--- config.mk ---
export PLATFORM = sky130hd
export DESIGN_NAME = sram_1rw_port_arbiter
export DESIGN_NICKNAME = d
export VERILOG_FILES = /design/src/rtl/sram_1rw_port_arbiter.sv
export SDC_FILE = /design/constraint.sdc
export NUM_CORES = 1
export LEC_CHECK = 0
export BUFFER_PORTS_ARGS = -buffer_cell sky130_fd_sc_hd__clkbuf_2
export CAP_MARGIN = 20
export CORE_AREA = 2 2 226 228
export DETAILED_ROUTE_END_ITERATION = 16
export DIE_AREA = 0 0 228 230
export PLACE_DENSITY = 0.42
export RECOVER_POWER = 50
export SETUP_SLACK_MARGIN = 0.1
export SLEW_MARGIN = 20
export SYNTH_ARGS = -nofsm -noshare
export SYNTH_HDL_FRONTEND = slang
export SYNTH_SLANG_ARGS = --single-unit
--- constraint.sdc ---
create_clock -name clock -period 2.1 [get_ports clock]
set_clock_uncertainty 0.2 [all_clocks]
set_input_delay 0.315 -clock clock [delete_from_list [all_inputs] [get_ports clock]]
set_output_delay 0.315 -clock clock [all_outputs]
set_load 0.02 [all_outputs]
--- src/rtl/sram_1rw_port_arbiter.sv ---
// Two-requester round-robin arbiter in front of a single-port 1rw OpenRAM macro.
// Optional zero-fill of the whole array after reset when SRAM_ARB_INIT_EN is defined.
module sram_1rw_port_arbiter #(
    parameter int ADDR_W = 6,
    parameter int DATA_W = 88,
    parameter int MASK_W = 4
) (
    input  logic              clock,
    input  logic              reset_n,
    input  logic              a_req_valid,
    output logic              a_req_ready,
    input  logic              a_req_wen,
    input  logic [ADDR_W-1:0] a_req_addr,
    input  logic [MASK_W-1:0] a_req_wmask,
    input  logic [DATA_W-1:0] a_req_wdata,
    output logic              a_resp_valid,
    input  logic              a_resp_ready,
    output logic [DATA_W-1:0] a_resp_rdata,
    input  logic              b_req_valid,
    output logic              b_req_ready,
    input  logic              b_req_wen,
    input  logic [ADDR_W-1:0] b_req_addr,
    input  logic [MASK_W-1:0] b_req_wmask,
    input  logic [DATA_W-1:0] b_req_wdata,
    output logic              b_resp_valid,
    input  logic              b_resp_ready,
    output logic [DATA_W-1:0] b_resp_rdata,
    output logic              mem_csb0,
    output logic              mem_web0,
    output logic [ADDR_W-1:0] mem_addr0,
    output logic [MASK_W-1:0] mem_wmask0,
    output logic [DATA_W-1:0] mem_din0,
    input  logic [DATA_W-1:0] mem_dout0,
    output logic              init_done
);

    logic              in_init;
    logic [ADDR_W-1:0] init_addr;

`ifdef SRAM_ARB_INIT_EN
    localparam logic [ADDR_W-1:0] LAST_ADDR = '1;

    typedef enum logic {ST_INIT, ST_RUN} state_t;
    state_t state, state_next;

    always_ff @(posedge clock or negedge reset_n) begin
        if (!reset_n) begin
            state     <= ST_INIT;
            init_addr <= '0;
        end else begin
            state <= state_next;
            if (state == ST_INIT)
                init_addr <= init_addr + 1'b1;
        end
    end

    always_comb begin
        state_next = state;
        if (state == ST_INIT && init_addr == LAST_ADDR)
            state_next = ST_RUN;
    end

    assign in_init   = (state == ST_INIT);
    assign init_done = (state == ST_RUN);
`else
    assign in_init   = 1'b0;
    assign init_addr = '0;
    assign init_done = 1'b1;
`endif

    logic              rr_ptr;
    logic              rd_pending;
    logic              rd_owner;
    logic              a_elig, b_elig;
    logic              grant_a, grant_b, grant;
    logic              sel_wen;
    logic [ADDR_W-1:0] sel_addr;
    logic [MASK_W-1:0] sel_wmask;
    logic [DATA_W-1:0] sel_wdata;
    logic [ADDR_W-1:0] addr_q;
    logic [MASK_W-1:0] wmask_q;
    logic [DATA_W-1:0] din_q;
    logic              run;
    logic              capture_a, capture_b;

    // Gating with reset_n keeps the macro deselected while reset is held.
    assign run = reset_n && !in_init;

    // A read needs a free response slot: nothing in flight and the buffer empty or draining.
    assign a_elig = a_req_valid && (a_req_wen ||
                    (!(rd_pending && !rd_owner) && (!a_resp_valid || a_resp_ready)));
    assign b_elig = b_req_valid && (b_req_wen ||
                    (!(rd_pending && rd_owner) && (!b_resp_valid || b_resp_ready)));

    assign grant_a = run && a_elig && (!b_elig || !rr_ptr);
    assign grant_b = run && b_elig && (!a_elig || rr_ptr);
    assign grant   = grant_a || grant_b;

    assign a_req_ready = grant_a;
    assign b_req_ready = grant_b;

    assign sel_wen   = grant_b ? b_req_wen   : a_req_wen;
    assign sel_addr  = grant_b ? b_req_addr  : a_req_addr;
    assign sel_wmask = grant_b ? b_req_wmask : a_req_wmask;
    assign sel_wdata = grant_b ? b_req_wdata : a_req_wdata;

    // Idle cycles replay the last address/data so the macro pins stay quiet.
    always_comb begin
        mem_csb0   = 1'b1;
        mem_web0   = 1'b1;
        mem_addr0  = addr_q;
        mem_wmask0 = wmask_q;
        mem_din0   = din_q;
        if (reset_n && in_init) begin
            mem_csb0   = 1'b0;
            mem_web0   = 1'b0;
            mem_addr0  = init_addr;
            mem_wmask0 = '1;
            mem_din0   = '0;
        end else if (grant) begin
            mem_csb0   = 1'b0;
            mem_web0   = !sel_wen;
            mem_addr0  = sel_addr;
            mem_wmask0 = sel_wen ? sel_wmask : '0;
            mem_din0   = sel_wdata;
        end
    end

    always_ff @(posedge clock or negedge reset_n) begin
        if (!reset_n) begin
            addr_q  <= '0;
            wmask_q <= '0;
            din_q   <= '0;
        end else if (!mem_csb0) begin
            addr_q  <= mem_addr0;
            wmask_q <= mem_wmask0;
            din_q   <= mem_din0;
        end
    end

    always_ff @(posedge clock or negedge reset_n) begin
        if (!reset_n) begin
            rr_ptr     <= 1'b0;
            rd_pending <= 1'b0;
            rd_owner   <= 1'b0;
        end else begin
            rd_pending <= grant && !sel_wen;
            rd_owner   <= grant_b;
            if (grant_a)
                rr_ptr <= 1'b1;
            else if (grant_b)
                rr_ptr <= 1'b0;
        end
    end

    assign capture_a = rd_pending && !rd_owner;
    assign capture_b = rd_pending && rd_owner;

    // A fresh capture wins over a pop in the same cycle, so valid stays set.
    always_ff @(posedge clock or negedge reset_n) begin
        if (!reset_n) begin
            a_resp_valid <= 1'b0;
            a_resp_rdata <= '0;
            b_resp_valid <= 1'b0;
            b_resp_rdata <= '0;
        end else begin
            if (capture_a) begin
                a_resp_valid <= 1'b1;
                a_resp_rdata <= mem_dout0;
            end else if (a_resp_valid && a_resp_ready) begin
                a_resp_valid <= 1'b0;
            end
            if (capture_b) begin
                b_resp_valid <= 1'b1;
                b_resp_rdata <= mem_dout0;
            end else if (b_resp_valid && b_resp_ready) begin
                b_resp_valid <= 1'b0;
            end
        end
    end

endmodule

# Word-level counts from Yosys, hierarchy flattened
# Cells that the tools add are included.
[totals]
reg_bits = 279
latch_bits = 0
ramBits = 0
mem_bits_ro = 0
input_bits = 292
memories = 0
[classes]
addsub = 0
multipliers = 0
n_div = 0
magnitude_cmp = 0
eq_ne = 0
shift = 0
muxes = 16
bitwise_logic = 0
reduce_logical = 32
[ops]
columns = ["cell", "count"]
rows = [
  ["$mux 88", 2],
  ["$logic_and 1x1->1", 13],
  ["$mux 4", 3],
  ["$mux 6", 2],
  ["$logic_not 1->1", 9],
  ["$mux 1", 9],
  ["$logic_or 1x1->1", 7],
  ["$reduce_bool 2->1", 3],
]

# Logic depth before layout (Yosys ltp)
[depth]
word_depth = 12
mapped_depth = 8
mapped_depth_nobuf = 6

# Least setup slack after synthesis
# Ideal clock, no wire load.
[synth_timing]
path_kind = "register -> output"
start = "register a_resp_valid"
end = "output port mem_din0[53]"
arrival_time_ps = 1896
path_slack_ps = -311
stages_incl_launch_ff = 7
path_cell_list = "dfrtp_1 nand2b_1 a21oi_4 o2bb2ai_2 inv_2 clkbuf_1 o21ai_0"
[synth_via]
elab_chain_len = 10
elab_cells_between_ends = 13
cone_classes = "mux: 2; reduce/logical: 11"
[synth_lines]
columns = ["item", "line_no", "text"]
rows = [
  ["start, declared", "16", "output logic a_resp_valid,"],
  ["start signal, assigned", "162", "a_resp_valid <= 1'b0;"],
  ["start signal, assigned", "168", "a_resp_valid <= 1'b1;"],
  ["start signal, assigned", "171", "a_resp_valid <= 1'b0;"],
  ["$logic_not 1->1 (*)", "91", "(!(rd_pending && !rd_owner) && (!a_resp_valid || a_resp_ready)));"],
  ["$logic_or 1x1->1 (*)", "91", ""],
  ["$logic_and 1x1->1 (*)", "91", ""],
  ["$logic_or 1x1->1 (*)", "90", "assign a_elig = a_req_valid && (a_req_wen ||"],
  ["$logic_and 1x1->1 (*)", "90", ""],
  ["$logic_not 1->1", "96", "assign grant_b = run && b_elig && (!a_elig || rr_ptr);"],
  ["$logic_or 1x1->1", "96", ""],
  ["$logic_and 1x1->1", "96", ""],
  ["$mux 88 / $logic_or 1x1->1 (equally long branches)", "105, 97", ""],
  ["$mux 88 (*)", "120", "end else if (grant) begin"],
  ["end, declared", "32", "output logic [DATA_W-1:0] mem_din0,"],
]
# Mark *: on every way between the ends. The rest lies on a longest branch, timed or not.

# Worst setup path in the final report
[layout_timing]
start = "register rd_pending"
end = "output port mem_din0[15]"
[layout_via]
elab_chain_len = 10
elab_cells_between_ends = 21
cone_classes = "mux: 2; reduce/logical: 19"
[layout_lines]
columns = ["item", "line_no", "text"]
rows = [
  ["start, declared", "72", "logic rd_pending;"],
  ["start signal, assigned", "147", "rd_pending <= grant && !sel_wen;"],
  ["$logic_and 1x1->1, on equally long branches", "91, 93", ""],
  ["$logic_not 1->1, on equally long branches", "91, 93", ""],
  ["$logic_and 1x1->1, on equally long branches", "91, 93", ""],
  ["$logic_or 1x1->1, on equally long branches", "90, 92", ""],
  ["$logic_and 1x1->1, on equally long branches", "90, 92", ""],
  ["$logic_not 1->1, on equally long branches", "96, 95", ""],
  ["$logic_or 1x1->1, on equally long branches", "96, 95", ""],
  ["$logic_and 1x1->1, on equally long branches", "96, 95", ""],
  ["$mux 88 / $logic_or 1x1->1 (equally long branches)", "105, 97", ""],
  ["$mux 88 (*)", "120", ""],
]
# Marks and branches as above.

==> impl_metrics.toml <==
[sta]
setup_tns_ns = -79.85
period_minus_slack_ns = 2.98
fin_ws_ns = -0.879
fmax_mhz = 336
tightestPinTransition_ns = 1.46
finalSetupViolations = 154
hold_viol = 0
slew_headroom_pct = 2.74
period_share_pct = 142
rsz0062_at_grt = "true"
finalMaxSlewViolations = 0

[layout]
fillCellCount = 4638
area_growth_pct = 111
drive_above_1_share_pct = 58.0
most-common-layout-cells = "clkbuf_2, dlygate4sd3_1, dfrtp_1, clkbuf_1, mux2_2"
nets = 2276
postLayoutCoreUtil_pct = 47.3
instances_no_fill = 2684
final_common_cell = "clkbuf_2"

[clocking]
clock_sinks = 279
cts_max_level = 2
cts_tree = "built"
cts_root_buf = "clkbuf_16"
cts.path.max_buffers = 3
clkTransAtPathRegs_ns = 0.06
cts_buffers = 35
clock_latency_ns = 0.53

[setup_path]
crit_slowest_cell = "dfrtp_2"
r2r_slack_ns = -0.14
max_stage_delay_ns = 0.41
path_depth = 7
rr_startpoint = "rd_owner"
critPathLaunchType = "flip-flop"
reg2reg_to = "din_q[5]"
crit_family = "compound AO/OA/AOI/OAI gates"
crit_start = "rd_pending"
critPathKind = "reg2out"
rr_worst_depth = 11
endpoint = "mem_din0[15]"
cp_num_buf_inv = 2
cp.required_ns = 1.58
cp-end-kind = "output port"
cp_cell_sequence = "nand2_4 -> a21o_4 -> a211o_4 -> buf_12 -> o22ai_2 -> nor2_2 -> clkbuf_8"
cp.arrival_ns = 2.46
crit_fanout = 30

[run_status]
status = "finished with violations"
violations = "negative setup slack"

[logic_synthesis]
syn_nets = 1220
yosysWarnings = 0
synth-seq-cells = 279
synth.yosys.seq_area_share_pct = 62.5
mappedNetlistArea_um2 = 11200
synthArstFlopShare_pct = 100
synthCells = 928
synth-edff-count = 0
ys_types = 28
ys.flop_type = "dfrtp_1"
syn_avg_cell_area_um2 = 12.0

[pwr]
peakVddDrop_mv = 0.534
power_uw = 22300
leakagePower_uw = 0.0102
powerDensity_nw_per_um2 = 945

[routing]
drc = 0
wl_per_cell_um = 18.2
ant_nets = 0
vias = 11400
drt-total-wl_mm = 48.8
viasPerCell = 4.24
drtIter0Drc = 275
dr.pass1.iters = 6

[global_route]
first_global_vias = 12600
grt_max_degree = 150
grt_use_total_pct = 17.2
grt_overflow = 0
grt_antenna_before_repair = 5
grt_pass1_wl_mm = 70.7

[die]
die_h_um = 230
chipWidth_um = 228
rows = 82
start_util_pct = 22.4
dieArea_um2 = 52400
core_um2 = 49900
io_pins = 573

[placement]
io_buffer_count = 571
dp_hpwl_mm = 31.5
gp_congestion = 0.929
placedCellCount = 2296

[worst_hold_path]
hp-class = "in2reg"

[flow_run]
cap_violations = 0
cell families (layout without fill, tap and decap cells):
logic type,count (synthesis),in the layout,synth area share [%]
AO/OA/AOI/OAI,115,115,6.71
buffers and inverters,55,1135,2.23
flip-flops,279,279,62.5
multiplexers,184,184,18.5
other,1,5,0.0336
AND/OR/NAND/NOR,294,294,10.1
layout make-up:
class / count / area, um2 / share of cell area [%]
Tap cell: 672 / 841 / 3.56
Antenna cell: 4 / 10.0 / 0.0424
Clock inverter: 8 / 57.6 / 0.244
Multi-Input combinational cell: 594 / 6080 / 25.8
Timing Repair Buffer: 1071 / 8540 / 36.2
Clock buffer: 53 / 1060 / 4.51
Sequential cell: 279 / 6980 / 29.6
Inverter: 3 / 23.8 / 0.101
repair_timing:
item,CTS,global route
cloned,5,13
pin swaps,10,57
endpoints found under the setup margin,194,404
resized for setup,263,349
endpoints found under the hold margin,454,2
hold buffers,278,3
buffers inserted,16,30
per-stage QoR:
step	worst slack, ns	instance area [um2]	hold WS [ns]
2_1_floorplan	-0.0285	11900	-0.181
3_3_place_gp	-0.318	16800	0.275
3_5_place_dp	-0.327	16800	0.283
4_1_cts	-0.849	22200	0.00250
5_1_grt	-0.947	23600	0.0147
6_report	-0.879	23600	0.0244
synth_stat cells (2+ instances only):
cell / count / share of area (%)
and2_1: 3 / 0.17
buf_2: 19 / 0.85
buf_4: 3 / 0.20
clkbuf_1: 29 / 0.97
dfrtp_1: 279 / 62
inv_1: 2 / 0.067
mux2_2: 176 / 18
mux2i_1: 8 / 0.72
nand2_1: 14 / 0.47
nand2b_1: 4 / 0.22
nor2_1: 270 / 9.1
o21ai_0: 17 / 0.76
o22ai_1: 87 / 4.9
o22ai_2: 3 / 0.34
how the worst min path moves through the flow:
stage,end,cells after the start,slack (ns),from
finish,din_q[44],4,0.02,a_req_wdata[44]
floorplan,a_resp_rdata[0],0,-0.18,reset_n
CTS,din_q[57],4,0.002,a_req_wdata[57]
global route,din_q[57],4,0.01,a_req_wdata[57]
global placement,din_q[55],2,0.27,din_q[55]
detailed placement,wmask_q[0],2,0.28,wmask_q[0]
power by group:
part,internal (uW),switching (uW)
registers,6880,816
logic,3930,4820
clock network,3500,2360
registers in the layout (all words and copies together), names as in the netlist:
register and cells:
a_resp_rdata 88, b_resp_rdata 88, din_q 88, addr_q 6
wmask_q 4, a_resp_valid 1, b_resp_valid 1, rd_owner 1
rd_pending 1, rr_ptr 1
layer usage:
layer	global-route usage, %	vias up	routed length (um)
met1	19.7	5584	19100
met2	30.7	337	25400
met4	7.60	0	1820
met5	0	-	0
met3	3.96	108	2420
li1	-	5338	-
worst reg2reg max path, stage by stage (launching register included):
cell       delay (ns)
dfrtp_1          0.41
nand2b_4         0.17
a21oi_4          0.16
o211ai_1         0.12
buf_4            0.17
clkbuf_16        0.18
buf_12           0.17
clkbuf_16        0.16
nor2_4           0.16
buf_6            0.12
buf_6            0.07
nor2_1           0.03
(Power assumes the default switching activity.)
